==> src/rtl/uart_rx_os.sv <==
// uart_rx_os: UART receiver with 16x-style oversampling.
//
// Recovers frames of one start bit, DATA_BITS data bits (LSB first), an
// optional parity bit and one stop bit from an asynchronous serial line.
// Each bit is sampled near its midpoint. A start bit that is high again at
// its midpoint is discarded as a glitch. A low stop bit is reported as a
// framing error. A line held low after such a frame (a break) produces only
// that one report.
//
// Ports:
//   clk        system clock, rising edge
//   rst_n      synchronous active-low reset
//   rx         serial input, idles high, asynchronous to clk
//   rxout      last received data word, LSB = first data bit
//   rxdone     one-cycle strobe; rxout and the error flags are valid in this cycle
//   frame_err  stop bit was sampled low for the last frame
//   parity_err parity mismatch for the last frame (always 0 without parity)
//   busy       receiver is somewhere inside a frame (state not IDLE)
module uart_rx_os #(
    parameter int CLK_FREQ   = 100_000_000,
    parameter int BAUD       = 9600,
    parameter int OVERSAMPLE = 16,
    parameter int DATA_BITS  = 8,
    parameter int PARITY_EN  = 0,
    parameter int PARITY_ODD = 0
) (
    input  logic                 clk,
    input  logic                 rst_n,
    input  logic                 rx,
    output logic [DATA_BITS-1:0] rxout,
    output logic                 rxdone,
    output logic                 frame_err,
    output logic                 parity_err,
    output logic                 busy
);

    localparam int TICK_DIV = CLK_FREQ / (BAUD * OVERSAMPLE);
    localparam int TW       = (TICK_DIV > 1) ? $clog2(TICK_DIV) : 1;
    localparam int OW       = $clog2(OVERSAMPLE);
    localparam int BW       = (DATA_BITS > 1) ? $clog2(DATA_BITS) : 1;

    localparam logic [TW-1:0] TICK_LAST = TW'(TICK_DIV - 1);
    localparam logic [OW-1:0] HALF_LAST = OW'(OVERSAMPLE / 2 - 1);
    localparam logic [OW-1:0] FULL_LAST = OW'(OVERSAMPLE - 1);
    localparam logic [BW-1:0] BIT_LAST  = BW'(DATA_BITS - 1);
    localparam logic          PAR_EN    = (PARITY_EN != 0);
    localparam logic          PAR_ODD   = (PARITY_ODD != 0);

    typedef enum logic [2:0] {
        IDLE,
        START,
        DATA,
        PARITY,
        STOP,
        BREAK
    } state_t;

    state_t               state;
    logic                 rx_meta;
    logic                 rx_s;
    logic [TW-1:0]        tick_cnt;
    logic                 tick;
    logic [OW-1:0]        os_cnt;
    logic [BW-1:0]        bit_idx;
    logic [DATA_BITS-1:0] shift_reg;
    logic                 par_acc;
    logic                 par_err;

    // Two-flop synchronizer; it resets to the idle level so that leaving
    // reset never looks like a falling edge.
    always_ff @(posedge clk) begin
        if (!rst_n) begin
            rx_meta <= 1'b1;
            rx_s    <= 1'b1;
        end else begin
            rx_meta <= rx;
            rx_s    <= rx_meta;
        end
    end

    // Oversampling tick generator. Holding it at zero while idle aligns the
    // tick phase to the detected start edge of every frame.
    always_ff @(posedge clk) begin
        if (!rst_n) begin
            tick_cnt <= '0;
        end else if (state == IDLE || tick_cnt == TICK_LAST) begin
            tick_cnt <= '0;
        end else begin
            tick_cnt <= tick_cnt + 1'b1;
        end
    end

    assign tick = (state != IDLE) && (tick_cnt == TICK_LAST);
    assign busy = (state != IDLE);

    // Frame state machine. os_cnt counts ticks within the current bit; the
    // start bit is checked after half a bit, after which every sample lands
    // one full bit later, i.e. at the middle of each following bit.
    always_ff @(posedge clk) begin
        if (!rst_n) begin
            state      <= IDLE;
            os_cnt     <= '0;
            bit_idx    <= '0;
            shift_reg  <= '0;
            par_acc    <= 1'b0;
            par_err    <= 1'b0;
            rxout      <= '0;
            rxdone     <= 1'b0;
            frame_err  <= 1'b0;
            parity_err <= 1'b0;
        end else begin
            rxdone <= 1'b0;
            case (state)
                IDLE: begin
                    os_cnt <= '0;
                    if (!rx_s) begin
                        state <= START;
                    end
                end

                START: begin
                    if (tick) begin
                        if (os_cnt == HALF_LAST) begin
                            os_cnt  <= '0;
                            bit_idx <= '0;
                            par_acc <= 1'b0;
                            state   <= rx_s ? IDLE : DATA;
                        end else begin
                            os_cnt <= os_cnt + 1'b1;
                        end
                    end
                end

                DATA: begin
                    if (tick) begin
                        if (os_cnt == FULL_LAST) begin
                            os_cnt    <= '0;
                            shift_reg <= {rx_s, shift_reg[DATA_BITS-1:1]};
                            par_acc   <= par_acc ^ rx_s;
                            if (bit_idx == BIT_LAST) begin
                                state <= PAR_EN ? PARITY : STOP;
                            end else begin
                                bit_idx <= bit_idx + 1'b1;
                            end
                        end else begin
                            os_cnt <= os_cnt + 1'b1;
                        end
                    end
                end

                PARITY: begin
                    if (tick) begin
                        if (os_cnt == FULL_LAST) begin
                            os_cnt  <= '0;
                            par_err <= par_acc ^ rx_s ^ PAR_ODD;
                            state   <= STOP;
                        end else begin
                            os_cnt <= os_cnt + 1'b1;
                        end
                    end
                end

                // Leaving STOP at the stop-bit midpoint lets the next start
                // edge be caught even with no idle time between frames.
                STOP: begin
                    if (tick) begin
                        if (os_cnt == FULL_LAST) begin
                            os_cnt     <= '0;
                            rxdone     <= 1'b1;
                            rxout      <= shift_reg;
                            frame_err  <= ~rx_s;
                            parity_err <= PAR_EN & par_err;
                            state      <= rx_s ? IDLE : BREAK;
                        end else begin
                            os_cnt <= os_cnt + 1'b1;
                        end
                    end
                end

                BREAK: begin
                    if (rx_s) begin
                        state <= IDLE;
                    end
                end

                default: begin
                    state <= IDLE;
                end
            endcase
        end
    end

endmodule

==> config.mk <==
export PLATFORM = sky130hd
export DESIGN_NAME = uart_rx_os
export DESIGN_NICKNAME = d
export VERILOG_FILES = /design/src/rtl/uart_rx_os.sv
export SDC_FILE = /design/constraint.sdc
export NUM_CORES = 1
export LEC_CHECK = 0
export CORE_UTILIZATION = 39
export DETAILED_ROUTE_END_ITERATION = 16
export GPL_TIMING_DRIVEN = 0
export MAX_ROUTING_LAYER = met4
export PLACE_DENSITY_LB_ADDON = 0.05
export SETUP_SLACK_MARGIN = 0.3
export SLEW_MARGIN = 20
export SYNTH_ARGS = -nofsm -noshare
export SYNTH_HDL_FRONTEND = slang
export SYNTH_SLANG_ARGS = --single-unit
==> constraint.sdc <==
create_clock -name clk -period 2.6 [get_ports clk]
set_input_delay 0.39 -clock clk [delete_from_list [all_inputs] [get_ports clk]]
set_output_delay 0.39 -clock clk [all_outputs]
set_load 0.02 [all_outputs]
==> results of run 1 <==
[per-layer routing]
metal	global-route usage	vias up	routed length, um
li1	-	750	-
met1	0.230	684	1950
met2	0.229	34	1610
met3	0.0450	10	168
met4	0.0622	0	79
met5	-	-	0
[Yosys cell counts, types with 3 or more instances]
cell,instances,area [um^2]
o21ai_0,8,40.0
ha_1,5,62.6
nor2b_1,20,125
nand4_1,3,18.8
xnor2_1,6,52.6
clkbuf_1,7,26.3
or3_1,3,18.8
dfxtp_1,40,801
and3_1,3,18.8
nand2_1,12,45.0
xor2_1,3,26.3
nand2b_1,6,37.5
mux2i_1,17,170
a21boi_0,4,30.0
a21oi_1,5,25.0
nand3_1,10,50.1
nor2_1,18,67.6
[worst reg2reg max path, cell delays in order, from the launching register on]
cell	delay, ps
dfxtp_1	350
inv_1	70
ha_1	140
or3b_4	410
or3_1	340
buf_6	150
nor3_4	210
buf_4	170
mux2i_1	200
nor2b_1	70
[layout make-up]
class | instances | area [um^2] | share of cell area
multi-input combinational | 152 | 1050 | 0.470
inverter | 1 | 3.75 | 0.00169
sequential | 40 | 801 | 0.360
tap | 52 | 65.1 | 0.0292
clock buffer | 5 | 68.8 | 0.0309
clock inverter | 3 | 42.5 | 0.0191
buffer | 9 | 45.0 | 0.0202
timing repair buffer | 16 | 154 | 0.0691
[cells by family (layout without fill, tap and decap cells)]
kind of cell / Yosys count / in the layout
other: 1 / 1
and+or+nand+nor: 94 / 94
adders and majority gates: 5 / 5
DFF: 40 / 40
xor gates and xnor gates: 9 / 9
AOI/OAI and AO/OA: 26 / 26
muxes: 17 / 17
buffers and inverters: 10 / 34
[through the flow]
stage / std cells / hold slack [ps] / setup WS [ps] / util
finish: 278 / 408 / 410 / 0.494
floorplan: 202 / 386 / 475 / -
global placement: 266 / 391 / 290 / 0.458
CTS: 276 / 406 / 314 / 0.486
detailed placement: 266 / 392 / 241 / 0.458
global route: 278 / 431 / 311 / 0.494
[cells in the final DEF, fill, tap and decap left out, drive strengths merged, types with 3 or more instances in the layout]
cell type      instances
o21ai                  8
ha                     5
nand3                 10
and3                   3
nor2b                 20
nand2b                 6
or3                    3
buf                    6
a21boi                 4
clkbuf                12
nand2                 12
dfxtp                 40
xnor2                  6
nor2                  18
mux2i                 17
xor2                   3
clkdlybuf4s50         12
a21oi                  5
nor3                   5
nand4                  3
[repair_timing]
| action | CTS | global route |
|---|---|---|
| pin swaps | 2 | 1 |
| endpoints found under the hold margin | 0 | 0 |
| resized for setup | 0 | 4 |
| buffers inserted | 2 | 2 |
| setup endpoints to repair | 16 | 13 |
[worst paths after layout]
kind              end         from
max reg2reg  rxout[1]  tick_cnt[0]
max          rxout[1]  tick_cnt[0]
min              rx_s      rx_meta
min reg2reg      rx_s      rx_meta
[report_power, final]
part	total [mW]	internal, mW	switching (mW)
Clock	0.498	0.284	0.214
Sequential	0.649	0.628	0.0217
Combinational	0.212	0.0844	0.127
Total	1.36	0.996	0.363
==> reports/qor.txt, run 1 <==
Status = completed
Clock sinks = 40
WP buf/inv = 3
Crit path largest cell delay = 410 ps
Fillers = 423
Clock skew = 4.09 ps
Post-synthesis mux area share = 0.0906
TNS Setup = 0 ps
Die area = 5100 um^2
Clk pin slew, worst setup/hold paths = 80 ps
Final net count = 233
Largest delay contributor family on the critical path = simple AND/OR/NAND/NOR gates
Startpoint Class = register
Fin crit period = 2190 ps
Pleak = 0.770 nW
Simple-Gate Fraction of Synth Area = 0.290
CTS max path bufs = 2
CP endpoint kind = register
Clk_lat worst skew = 290 ps
Post-synth ARST share = 0
TritonCTS Buffers = 5
H-Tree Depth = 2
FF-to-FF path depth = 9
# setup viols final = 0
Levels on crit path = 9
Ys flop type = dfxtp_1
Number of flip-flops in the largest register = 10
Placed Instance Area = 2060 um^2
Max Cap Violations = 0
F_max = 0.457 GHz
DR WL/cell = 13.7 um
# DRC = 0
Buffers on Ports = 12
Number of cells on the worst hold path = 1
Initial DRC Count = 98
Die Span Y = 71.4 um
Adder-Cell Fraction of Synth Area = 0.0333
Internal reg-to-reg setup slack = 410 ps
Area growth from synthesis to layout = 18.5%
Number of synthesized register bits = 40
Synthesized net count = 210
Worst Path Arrival = 2370 ps
Total Power = 1.36 mW
Final Hold Viols = 0
Yosys cell types = 41
Post-synth EDFFs = 0
Peak VDD IR = 292 uV
Die extent in x = 71.4 um
Synth Warn # = 0
Post-Synthesis Cells = 202
Avg Inst Size Synth = 9.30 um^2
Vias in the first global route = 1,305
CP Cell Sequence = inv_1, ha_1, or3b_4, or3_1, buf_6, nor3_4, buf_4, mux2i_1, nor2b_1
Placer Congestion = 0.827
Tightest Pin Transition = 513 ps
Worst-path fanout max = 5
Core Footprint = 4500 um^2
Worst EP required = 2780 ps
Sequential area share after synthesis = 0.426
PwrDens = 610 nW/um^2
Compound-Gate Fraction of Synth Area = 0.0893
I/O pin count = 15
Dpl hpwl = 2.71 mm
Antenna-violating nets left = 0
First-pass GRT wire length = 6.29 mm
Final clock period utilization by the worst path = 0.842
Rows = 24
CP max stage cell = or3b_4
Mapped cell area = 1880 um^2
Gr ovfl total = 0
Final instance area = 2230 um^2
Post-Synth XOR/XNOR Area = 0.0420
# hold bufs at CTS = 0
RSZ-0062 raised after global routing = false
Relative slew slack = 0.658
All-Layer GR Usage = 0.166
Final WL = 3.80 mm
Share of cells above drive strength 1 = 0.0973
Vias/cell = 5.32
WS Path Type = register to register
Largest family of logic cells by synthesized area = simple AND/OR/NAND/NOR gates
Root buffer cell = clkbuf_8
Hold Path Class = register to register
Starting density of the core = 0.417
Largest net degree at the start of global routing = 14
TritonRoute pass-1 iters = 4
Initial antenna violation count = 0
Via count = 1,478
CTS tree = built
N_diodes = 0
Max-slew violation count = 0
Note: power is estimated with default switching activity, not from simulation.
==> run 2, diff against run 1 <==
==> constraint.sdc (replaced) <==
create_clock -name clk -period 2 [get_ports clk]
set_input_delay 0.3 -clock clk [delete_from_list [all_inputs] [get_ports clk]]
set_output_delay 0.3 -clock clk [all_outputs]
set_load 0.02 [all_outputs]
==> run 2 against run 1 <==
Via count is 7.2% higher. Global-route usage up 1.6 points. Non-clock buffer count increased by 16. Maximum frequency increased by 6.7%. The flow now finishes with violations (setup timing). Power rose by 30%. Clock power is 12% higher. Cell count up 6.1%. Sequential share of layout area down 3.9 points. Sequential cell count is the same.
==> reports/qor.txt, run 2 (synthesis gave the netlist of run 1 again) <==
Core Footprint = 4500 um^2 (unchanged)
Status = finished, violations left
TNS Setup = -540 ps (-540 ps)
Switching pwr = 0.512 mW (+41%)
R2r startpoint = tick_cnt[0]
Share of power burned in the clock network = 0.317 (-0.049)
Root buffer cell = clkbuf_8
Final instance area = 2510 um^2 (+13%)
All-Layer GR Usage = 0.182 (+0.0159)
CTS tree = built
Share of cells above drive strength 1 = 0.247 (+0.150)
RSZ-0062 raised after global routing = true
TritonCTS Buffers = 5 (unchanged)
Rows = 24 (unchanged)
Post-Place Worst Slack = -318 ps (-559 ps)
Relative slew slack = 0.636 (-0.0216)
Antenna-violating nets left = 0 (unchanged)
PwrDens = 702 nW/um^2 (+15%)
HP Start = rx_meta
Pleak = 0.921 nW (+20%)
Internal reg-to-reg setup slack = -50 ps (-460 ps)
Crit Reg-Reg Endpoint = rxout[0]
Final WL = 4.20 mm (+10%)
Max Cap Violations = 0 (unchanged)
Dpl hpwl = 2.70 mm (-0.26%)
Final Core Density = 0.557 (+0.0628)
Fillers = 401 (-5.2%)
Failing checks = setup timing
Worst EP required = 2190 ps (-590 ps)
# hold bufs at CTS = 0 (unchanged)
First-pass GRT wire length = 6.98 mm (+11%)
Starting density of the core = 0.417 (unchanged)
Commonest non-fill, non-tap cell in the layout = dfxtp_1
H-Tree Depth = 2 (unchanged)
Vias/cell = 5.37 (+1.1%)
# setup viols final = 17 (+17)
Die area = 5100 um^2 (unchanged)
Initial antenna violation count = 0 (unchanged)
Die extent in x = 71.4 um (unchanged)
Worst-path fanout max = 5 (unchanged)
F_max = 0.487 GHz (+6.7%)
Clock sinks = 40 (unchanged)
Max-slew violation count = 0 (unchanged)
Area growth from synthesis to layout = 33.6%
WS Path Type = register to register
Via count = 1,585 (+7.2%)
Tightest Pin Transition = 545 ps (+32.4 ps)
Die Span Y = 71.4 um (unchanged)
CTS max path bufs = 2 (unchanged)
Clk pin slew, worst setup/hold paths = 80 ps (about the same)
Number of flip-flops in the largest register = 10 (unchanged)
Hold Path Sink = rx_s
DR WL/cell = 14.2 um (+4.0%)
Pint = 1.25 mW (+25%)
TritonRoute pass-1 iters = 4 (unchanged)
Fin crit period = 2050 ps (-137 ps)
Startpoint Class = register
Placed Instance Area = 2110 um^2 (+2.3%)
Sw Ratio = 0.291 (+0.0240)
Vias in the first global route = 1,472 (+13%)
Buffers on Ports = 12 (unchanged)
Combinational group share of total power = 0.203 (+0.047)
Placed Instances = 266 (unchanged)
I/O pin count = 15 (unchanged)
Clk_lat worst skew = 290 ps (about the same)
Final clock period utilization by the worst path = 1.03 (+0.184)
Largest net degree at the start of global routing = 13 (-1)
Commonest cells after routing, fill and taps aside = dfxtp_1 (36), nor2b_1 (20), nor2_1 (17), mux2i_1 (17), buf_4 (13)
Placer Congestion = 0.831 (+0.48%)
Final worst slack = -52.9 ps (-463 ps)
Number of cells on the worst hold path = 1 (unchanged)
Sequential share of power = 0.480 (+0.002)
Final Hold Viols = 0 (unchanged)
Hold Path Class = register to register
Final net count = 250 (+7.3%)
Clock skew = 5.31 ps (+1.22 ps)
N_diodes = 0 (unchanged)
Peak VDD IR = 429 uV (+47%)
# DRC = 0 (unchanged)
Initial DRC Count = 76 (-22%)
FF-to-FF path depth = 9 (unchanged)
Non-filler cells, final = 295 (+6.1%)
Gr ovfl total = 0 (unchanged)
Worst Path Arrival = 2240 ps (-130 ps)
CP endpoint kind = register
==> run 2: timing repair <==
| action | in CTS | in global routing |
|---|---|---|
| pin swaps | 14 | 10 |
| endpoints found under the setup margin | 39 | 39 |
| hold endpoints to repair | 0 | 0 |
| gates cloned | 1 | 0 |
| buffers inserted | 15 | 5 |
| resized for setup | 37 | 8 |
==> run 2: worst max path at each step <==
stage	startpoint	to	slack (ps)	depth (start not counted)
after floorplan	tick_cnt[0]	rxout[0]	-100	8
after global placement	tick_cnt[0]	rxout[5]	-290	8
after detailed placement	tick_cnt[0]	rxout[0]	-320	8
after CTS	tick_cnt[0]	rxout[0]	-120	9
after global routing	tick_cnt[0]	rxout[4]	-130	9
final	tick_cnt[0]	rxout[0]	-50	9
==> run 2: routing by layer <==
layer,global-route usage,vias up,routed length [um]
met5,-,-,0
met4,0.0600,0,63
met3,0.0464,8,209
met2,0.280,44,1930
met1,0.232,746,1990
li1,-,787,-
==> run 2: metrics by stage <==
stage	power [mW]	hold WS, ps
finish	1.76	410
global route	1.84	442
CTS	1.75	409
detailed placement	1.14	397
global placement	1.13	390
floorplan	1.07	386
==> run 2: worst max-delay path: stages (launching register included) <==
cell and delay (ps):
dfxtp_2 330, inv_2 60, ha_4 110, or3b_4 370, or3_1 360, buf_6 140, nor3_4 160, buf_6 170
mux2i_1 190, nor2b_1 60
==> run 2: power by group through the flow <==
stage	sequential, mW	combinational [mW]	clock, mW
final	0.845	0.357	0.558
after global placement	0.863	0.269	0
after floorplan	0.856	0.211	0
after detailed placement	0.864	0.273	0
after CTS	0.843	0.334	0.576
after global routing	0.847	0.386	0.606
==> run 2: final cells by class <==
class | count | area [um^2] | share of cell area
Multi-Input combinational cell | 153 | 1200 | 0.477
Sequential cell | 40 | 806 | 0.321
Timing Repair Buffer | 32 | 295 | 0.118
Clock buffer | 7 | 86.3 | 0.0344
Tap cell | 52 | 65.1 | 0.0259
Buffer | 9 | 47.5 | 0.0190
Clock inverter | 1 | 7.51 | 0.00299
Inverter | 1 | 3.75 | 0.00150
